===== config.mk =====
export PLATFORM = sky130hd
export DESIGN_NAME = apa102_frame_rx
export DESIGN_NICKNAME = d
export VERILOG_FILES = /design/src/rtl/apa102_frame_rx.sv
export SDC_FILE = /design/constraint.sdc
export NUM_CORES = 1
export LEC_CHECK = 0
export ABC_CLOCK_PERIOD_IN_PS = 4330
export BUFFER_PORTS_ARGS = -buffer_cell sky130_fd_sc_hd__buf_4
export CORE_ASPECT_RATIO = 1.5
export CORE_MARGIN = 2
export CORE_UTILIZATION = 54
export CTS_CLUSTER_SIZE = 24
export DETAILED_ROUTE_END_ITERATION = 8
export GPL_ROUTABILITY_DRIVEN = 0
export GPL_TIMING_DRIVEN = 1
export PLACE_DENSITY = 0.74
export SETUP_SLACK_MARGIN = 0.3
export SYNTH_ARGS = -nofsm -noshare
export SYNTH_HDL_FRONTEND = slang
export SYNTH_SLANG_ARGS = --single-unit

===== constraint.sdc =====
create_clock -name clk -period 4.33 [get_ports clk]
set_input_delay 0.6495 -clock clk [delete_from_list [all_inputs] [get_ports clk]]
set_output_delay 0.6495 -clock clk [all_outputs]
set_load 0.05 [all_outputs]

===== src/rtl/apa102_frame_rx.sv =====
// APA102 receive stage: synchronises the sck/sda pins, finds the start frame,
// deframes 32-bit LED words and hands GRB pixels downstream over valid/ready.
module apa102_frame_rx #(
  parameter int IDX_W       = 8,
  parameter int IDLE_CYCLES = 1024
) (
  input  logic             clk,
  input  logic             rst,
  input  logic             sck_in,
  input  logic             sda_in,
  output logic             pix_valid,
  input  logic             pix_ready,
  output logic [23:0]      pix_grb,
  output logic [4:0]       pix_bright,
  output logic [IDX_W-1:0] pix_index,
  output logic             frame_done,
  output logic             frame_err,
  output logic             ovf
);

  localparam int IW = $clog2(IDLE_CYCLES + 1);
  localparam logic [IW-1:0] IDLE_MAX = IW'(IDLE_CYCLES);

  typedef enum logic {HUNT, FRAME} state_e;

  logic [2:0]       sck_sync_q;
  logic [1:0]       sda_sync_q;
  logic             sck_rise;
  logic             sda_bit;

  state_e           state_q, state_d;
  logic [5:0]       zero_run_q, zero_run_d;
  logic [4:0]       bit_cnt_q, bit_cnt_d;
  logic [30:0]      shift_q, shift_d;
  logic [IDX_W-1:0] idx_q, idx_d;
  logic [IW-1:0]    idle_q, idle_d;
  logic [31:0]      word_w;

  logic             pend_pix_q, pend_pix_d;
  logic             pend_done_q, pend_done_d;
  logic             pend_err_q, pend_err_d;
  logic [28:0]      pend_word_q, pend_word_d;
  logic [IDX_W-1:0] pend_idx_q, pend_idx_d;

  logic             valid_q, valid_d;
  logic [23:0]      grb_q, grb_d;
  logic [4:0]       bright_q, bright_d;
  logic [IDX_W-1:0] index_q, index_d;
  logic             done_q, done_d;
  logic             err_q, err_d;
  logic             ovf_q, ovf_d;

  // sck and sda share the same two-flop depth so the sampled bit lines up with its edge
  assign sck_rise = sck_sync_q[1] & ~sck_sync_q[2];
  assign sda_bit  = sda_sync_q[1];

  always_comb begin
    state_d     = state_q;
    zero_run_d  = zero_run_q;
    bit_cnt_d   = bit_cnt_q;
    shift_d     = shift_q;
    idx_d       = idx_q;
    idle_d      = idle_q;
    pend_pix_d  = 1'b0;
    pend_done_d = 1'b0;
    pend_err_d  = 1'b0;
    pend_word_d = pend_word_q;
    pend_idx_d  = pend_idx_q;
    word_w      = {shift_q, sda_bit};

    if (sck_rise)
      idle_d = '0;
    else if (idle_q != IDLE_MAX)
      idle_d = idle_q + 1'b1;

    if (sck_rise) begin
      case (state_q)
        HUNT: begin
          if (!sda_bit) begin
            if (zero_run_q != 6'd32) zero_run_d = zero_run_q + 1'b1;
          end else if (zero_run_q == 6'd32) begin
            state_d   = FRAME;
            shift_d   = 31'd1;
            bit_cnt_d = 5'd1;
            idx_d     = '0;
          end else begin
            zero_run_d = '0;
          end
        end
        FRAME: begin
          shift_d   = word_w[30:0];
          bit_cnt_d = bit_cnt_q + 1'b1;
          if (bit_cnt_q == 5'd31) begin
            if (word_w == 32'hFFFF_FFFF) begin
              pend_done_d = 1'b1;
              state_d     = HUNT;
              zero_run_d  = '0;
            end else if (word_w == 32'h0) begin
              // a zero word is another start frame, so the next 1 bit opens a new frame
              state_d    = HUNT;
              zero_run_d = 6'd32;
              idx_d      = '0;
            end else if (word_w[31:29] == 3'b111) begin
              pend_pix_d  = 1'b1;
              pend_word_d = word_w[28:0];
              pend_idx_d  = idx_q;
              idx_d       = idx_q + 1'b1;
            end else begin
              pend_err_d = 1'b1;
              state_d    = HUNT;
              zero_run_d = '0;
            end
          end
        end
        default: state_d = HUNT;
      endcase
    end else if (idle_d == IDLE_MAX) begin
      state_d    = HUNT;
      zero_run_d = '0;
      bit_cnt_d  = '0;
    end

    valid_d  = valid_q;
    grb_d    = grb_q;
    bright_d = bright_q;
    index_d  = index_q;
    ovf_d    = ovf_q;
    done_d   = pend_done_q;
    err_d    = pend_err_q;

    // a held pixel is never overwritten; the newcomer is dropped and flagged instead
    if (pend_pix_q) begin
      if (!valid_q || pix_ready) begin
        valid_d  = 1'b1;
        grb_d    = {pend_word_q[15:8], pend_word_q[7:0], pend_word_q[23:16]};
        bright_d = pend_word_q[28:24];
        index_d  = pend_idx_q;
      end else begin
        ovf_d = 1'b1;
      end
    end else if (valid_q && pix_ready) begin
      valid_d = 1'b0;
    end
  end

  always_ff @(posedge clk or posedge rst) begin
    if (rst) begin
      sck_sync_q  <= '0;
      sda_sync_q  <= '0;
      state_q     <= HUNT;
      zero_run_q  <= '0;
      bit_cnt_q   <= '0;
      shift_q     <= '0;
      idx_q       <= '0;
      idle_q      <= '0;
      pend_pix_q  <= 1'b0;
      pend_done_q <= 1'b0;
      pend_err_q  <= 1'b0;
      pend_word_q <= '0;
      pend_idx_q  <= '0;
      valid_q     <= 1'b0;
      grb_q       <= '0;
      bright_q    <= '0;
      index_q     <= '0;
      done_q      <= 1'b0;
      err_q       <= 1'b0;
      ovf_q       <= 1'b0;
    end else begin
      sck_sync_q  <= {sck_sync_q[1:0], sck_in};
      sda_sync_q  <= {sda_sync_q[0], sda_in};
      state_q     <= state_d;
      zero_run_q  <= zero_run_d;
      bit_cnt_q   <= bit_cnt_d;
      shift_q     <= shift_d;
      idx_q       <= idx_d;
      idle_q      <= idle_d;
      pend_pix_q  <= pend_pix_d;
      pend_done_q <= pend_done_d;
      pend_err_q  <= pend_err_d;
      pend_word_q <= pend_word_d;
      pend_idx_q  <= pend_idx_d;
      valid_q     <= valid_d;
      grb_q       <= grb_d;
      bright_q    <= bright_d;
      index_q     <= index_d;
      done_q      <= done_d;
      err_q       <= err_d;
      ovf_q       <= ovf_d;
    end
  end

  assign pix_valid  = valid_q;
  assign pix_grb    = grb_q;
  assign pix_bright = bright_q;
  assign pix_index  = index_q;
  assign frame_done = done_q;
  assign frame_err  = err_q;
  assign ovf        = ovf_q;

endmodule


* After elaboration in Yosys (flattened, before gate mapping) *
Index checks and enable logic that the tools add are counted.
Widths: inputs -> output; s select.

cells by class
  $add $sub $neg = 4
  eq/ne operators = 19
  mux-type cells = 52
  bitwise logic cells = 6
  reductions and logical operators = 14

operators by type and width
  operator               number
  $mux 31                2
  $pmux 31 s2            1
  $mux 6                 9
  $mux 8                 6
  $eq 32x32->1 const B   1
  $logic_not 32->1       1
  $mux 1                 24
  $mux 11                2
  $mux 5                 4
  $pmux 8 s2             1
  $pmux 6 s2             1
  $reduce_and 6->1       2
  $add 11x1->11 const B  1
  $eq 11x11->1 const B   1
  $ne 11x11->1 const B   1
  $pmux 5 s2             1
  $add 8x1->8 const B    1
  $ne 4x4->1 const B     2
  $add 6x1->6 const B    1
  $eq 6x6->1 const B     1
  $ne 2x2->1 const B     3
  $ne 3x3->1 const B     2
  $ne 6x6->1 const B     1
  $reduce_and 2->1       3
  other kinds (16)       23

storage, ports and cells
  bits in registers = 148
  input bits = 5
  output and inout port bits = 41
  logic and storage cells = 115

* Logic depth before layout (Yosys ltp) *
  word-level depth = 7
  mapped depth = 10
  depth with buffers taken out = 8

* Least setup slack after synthesis *
No wires, ideal clock.

  path type = register to register
  start point = register idle_q[0]
  end point = register zero_run_q[3]
  library setup time = 0.124 ns
  arrival time = 2.209 ns
  required time = 4.206 ns
  setup slack = 1.997 ns
  stages on the path, launching flop included = 10
  buffers on the path = 1
  clock period less this slack = 2.333 ns
  cell sequence = dfrtp_1 buf_2 inv_1 ha_1 nor4b_2 a311o_1 o32a_1 o31ai_2 nand3_2 a211o_1

on the way
  word-level cells in the longest chain between the ends = 6
  elaborated cells on any way between the ends = 7
  those cells by class = 1 x add/sub; 2 x eq/ne; 2 x mux; 2 x reduce/logical

ends and longest elaborated chain
  element                                        line    source
  start: declaration                             36      logic [IW-1:0] idle_q, idle_d;
  start signal: assignment                       176     idle_q <= idle_d;
  $add 11x1->11 or $ne 11x11->1 (tied branches)  74, 73
  $mux 11 *                                      73      else if (idle_q != IDLE_MAX)
  $mux 11 *                                      71      if (sck_rise)
  $eq 11x11->1 *                                 117     end else if (idle_d == IDLE_MAX) begin
  $reduce_bool 2->1 (no line) *                  --
  $reduce_and 5->1 (no line) *                   --
  end signal: assignment                         172     zero_run_q <= zero_run_d;
  end: declaration                               32      logic [5:0] zero_run_q, zero_run_d;

Every way passes the cells marked *; elsewhere a longest branch is shown, timed or not.
A chain may end at the register's enable or synchronous reset.

* Final worst setup path *
  start point = register sck_sync_q[2]
  end point = register pend_word_q[28]

on the way
  word-level cells in the longest chain between the ends = 3

ends and longest elaborated chain
  element                     line  source
  start: declaration          26    logic [2:0] sck_sync_q;
  start signal: assignment    169   sck_sync_q <= {sck_sync_q[1:0], sck_in};
  $not 1->1                   54    assign sck_rise = sck_sync_q[1] & ~sck_sync_q[2];
  $and 1x1->1                 54
  $reduce_and 6->1 (no line)  --
  end signal: assignment      180   pend_word_q <= pend_word_d;
  end: declaration            42    logic [28:0] pend_word_q, pend_word_d;

No other way between the ends.

==> flow_summary.json <==
{
  "ys_top_cells_by_area": "dfrtp_1 59%, mux2_2 7.7%, a22o_1 4.5%",
  "start_util_pct": 55.0,
  "synth_nets": 489,
  "min_path_type": "in -> reg",
  "num_vias": 4029,
  "final_core_util_pct": 64.0,
  "postCtsHoldBufs": 0,
  "final_nets": 536,
  "grt_pass1_vias": 4004,
  "yosys_warnings": 0,
  "dieArea_sq_um": 12500,
  "worstMarginPinSlew_ns": 1.24,
  "holdPathStages": 1,
  "ir_drop_mv": 0.306,
  "hold_ws_ns": 0.346,
  "synth-seq-cells": 148,
  "timing.critical_path.mode_cell": "buf_4",
  "async_reset_ff_share_pct": 100,
  "crit_required_ns": 4.62,
  "drive_above_1_share_pct": 27.1,
  "worstSkewPairLatency_ns": 0.41,
  "worstPathArrival_ns": 3.36,
  "tritoncts": "done",
  "slew_viol_final": 0,
  "synth_top_area_share_pct": 59.0,
  "clockBufferDepth": 2,
  "clock.fmax_mhz": 326,
  "leakage_uw": 0.00359,
  "io_buffers": 45,
  "first_pass_iters": 4,
  "htreeDepth": 4,
  "vias_per_cell": 5.88,
  "drt_iter0_markers": 184,
  "cts_resized": 0,
  "dieWidth_um": 92.0,
  "ant_nets": 0,
  "wl_um": 11400,
  "gr-total-overflow": 0,
  "final.setup.tns_ns": 0,
  "startpoint_type": "register",
  "period_needed_ns": 3.07,
  "synth_cell_types": 63,
  "ys.flop_type": "dfrtp_1",
  "crit_chain": "nand2b_1 > nor2_4 > buf_4 > o211ai_1 > nand2b_2 > or2_1 > buf_4 > inv_2 > mux2_1",
  "cts_buffers": 17,
  "rsz0062_at_grt": "false",
  "crit_type": "reg -> reg",
  "fin_crit_sh_pct": 70.9,
  "mostFrequentLayoutCell": "dfrtp_1",
  "wire_per_inst_um": 16.6,
  "hold_violations": 0,
  "outcome": "finished, final reports clean",
  "syn2layout_area_growth_pct": 16.4,
  "drc": 0,
  "post_cts_buffers": 0,
  "avgSynthCellArea_sq_um": 13.1,
  "grtUsageTotal_pct": 20.0,
  "max-slew-margin-rel_pct": 17.4,
  "clkTransAtPathRegs_ns": 0.06,
  "rows": 48,
  "end_kind": "register",
  "syn_area_sq_um": 6270,
  "ys_seq_area_share_pct": 59.0,
  "dp.final_hpwl_um": 7240,
  "diodes": 0,
  "crit_path_max_incr_delay_ns": 0.42,
  "io_pins": 46,
  "grt_pass1_wl_um": 19700,
  "core_area_sq_um": 11400,
  "power_density_nw_per_um2": 441,
  "synth-edff-count": 0,
  "report.final.setup_viol": 0,
  "die_height_um": 136,
  "critPathMaxFanout": 35,
  "grt_antenna_before_repair": 0,
  "cts_root_buf": "clkbuf_16",
  "yosysTopAreaCell": "dfrtp_1",
  "worst_path_max_delay_cell": "nand2b_1",
  "reg2reg_depth": 9,
  "cts.sinks": 148,
  "final_cell_mix": "148 x dfrtp_1, 48 x buf_4, 43 x mux2_2, 32 x a22o_1",
  "skew_ns": 0.00738,
  "drv_cap": 0,
  "grt_max_degree": 149,
  "syn_inst": 477
}
==> worst max-delay path, delay by kind of cell (launching register included) <==
kind	cells	cell delay (ns)
and+or+nand+nor	4	1.11
DFF	1	0.37
buffers and inverters	3	0.92
AOI/OAI and AO/OA	1	0.17
muxes	1	0.36
==> metrics by stage <==
| stage | instance area (sq um) | cells | total power, uW | setup WS, ns |
|---|---|---|---|---|
| after floorplan | 6280 | 477 | 1760 | 1.82 |
| after global placement | 6740 | 655 | 1830 | 1.37 |
| after detailed placement | 6740 | 655 | 1840 | 1.25 |
| after CTS | 7300 | 685 | 3250 | 1.23 |
| after global routing | 7300 | 685 | 3370 | 1.03 |
| final | 7300 | 685 | 3220 | 1.26 |
==> Yosys cell counts (6+ instances only) <==
cell type	number
nor4_1	10
a21oi_1	10
ha_1	7
nand3_1	14
nand4_1	11
nand2_1	17
inv_1	8
dfrtp_1	148
clkbuf_1	11
nor2b_1	6
mux2_2	43
mux2_4	9
xor2_1	6
nor2_1	23
mux2_1	23
a22o_1	32
and3_1	6
o21ai_0	10
==> final cells by class <==
cell class / count / area [sq um]
clock buffers: 20 / 457
repair buffers: 49 / 380
inverters: 10 / 41.3
well taps: 150 / 188
multi-input cells: 298 / 2420
clock inverters: 10 / 109
flip-flops and latches: 148 / 3700
fillers: 877 / 4110
==> where the power goes <==
part	switching [uW]	leakage, uW	internal (uW)
logic	160	0.00128	124
registers	94.1	0.00204	1450
clock network	532	0.000277	866
==> sequential cells by signal, summed over array words and instances (netlist names), 6 cells and up <==
signal and count:
pix_grb 24, pend_idx_q 8, pend_word_q 29, idle_q 11, shift_q 31, idx_q 8
zero_run_q 6, pix_index 8
==> cells by family (layout without fill, tap and decap cells) <==
logic type	Yosys count	after routing	share of synthesized area, %
fa+ha+maj	7	7	1.40
xor+xnor	11	11	1.54
compound gates	91	91	11.1
mux	76	76	14.2
flops	148	148	59.0
buf+inv	31	89	2.29
simple gates	113	113	10.5
==> routing by layer <==
| layer | global-route usage (%) | up-vias | routed length, um | share of wire, % |
|---|---|---|---|---|
| li1 | - | 1867 | - | - |
| met1 | 25.4 | 2053 | 4910 | 43 |
| met2 | 33.0 | 92 | 5890 | 52 |
| met3 | 4.32 | 17 | 380 | 3.3 |
| met4 | 8.87 | 0 | 186 | 1.6 |
| met5 | 0 | - | 0 | 0 |
==> final timing paths <==
| kind | startpoint | endpoint | slack [ns] |
|---|---|---|---|
| min in group asynchronous | rst | pend_idx_q[6] | 0.43 |
| max | sck_sync_q[2] | pend_word_q[28] | 1.26 |
| max reg2reg | sck_sync_q[2] | pend_word_q[28] | 1.26 |
| max in group asynchronous | rst | shift_q[7] | 3.30 |
| min reg2reg | sda_sync_q[0] | sda_sync_q[1] | 0.35 |
| min | sck_in | sck_sync_q[0] | 0.35 |
(Power assumes the default switching activity.)
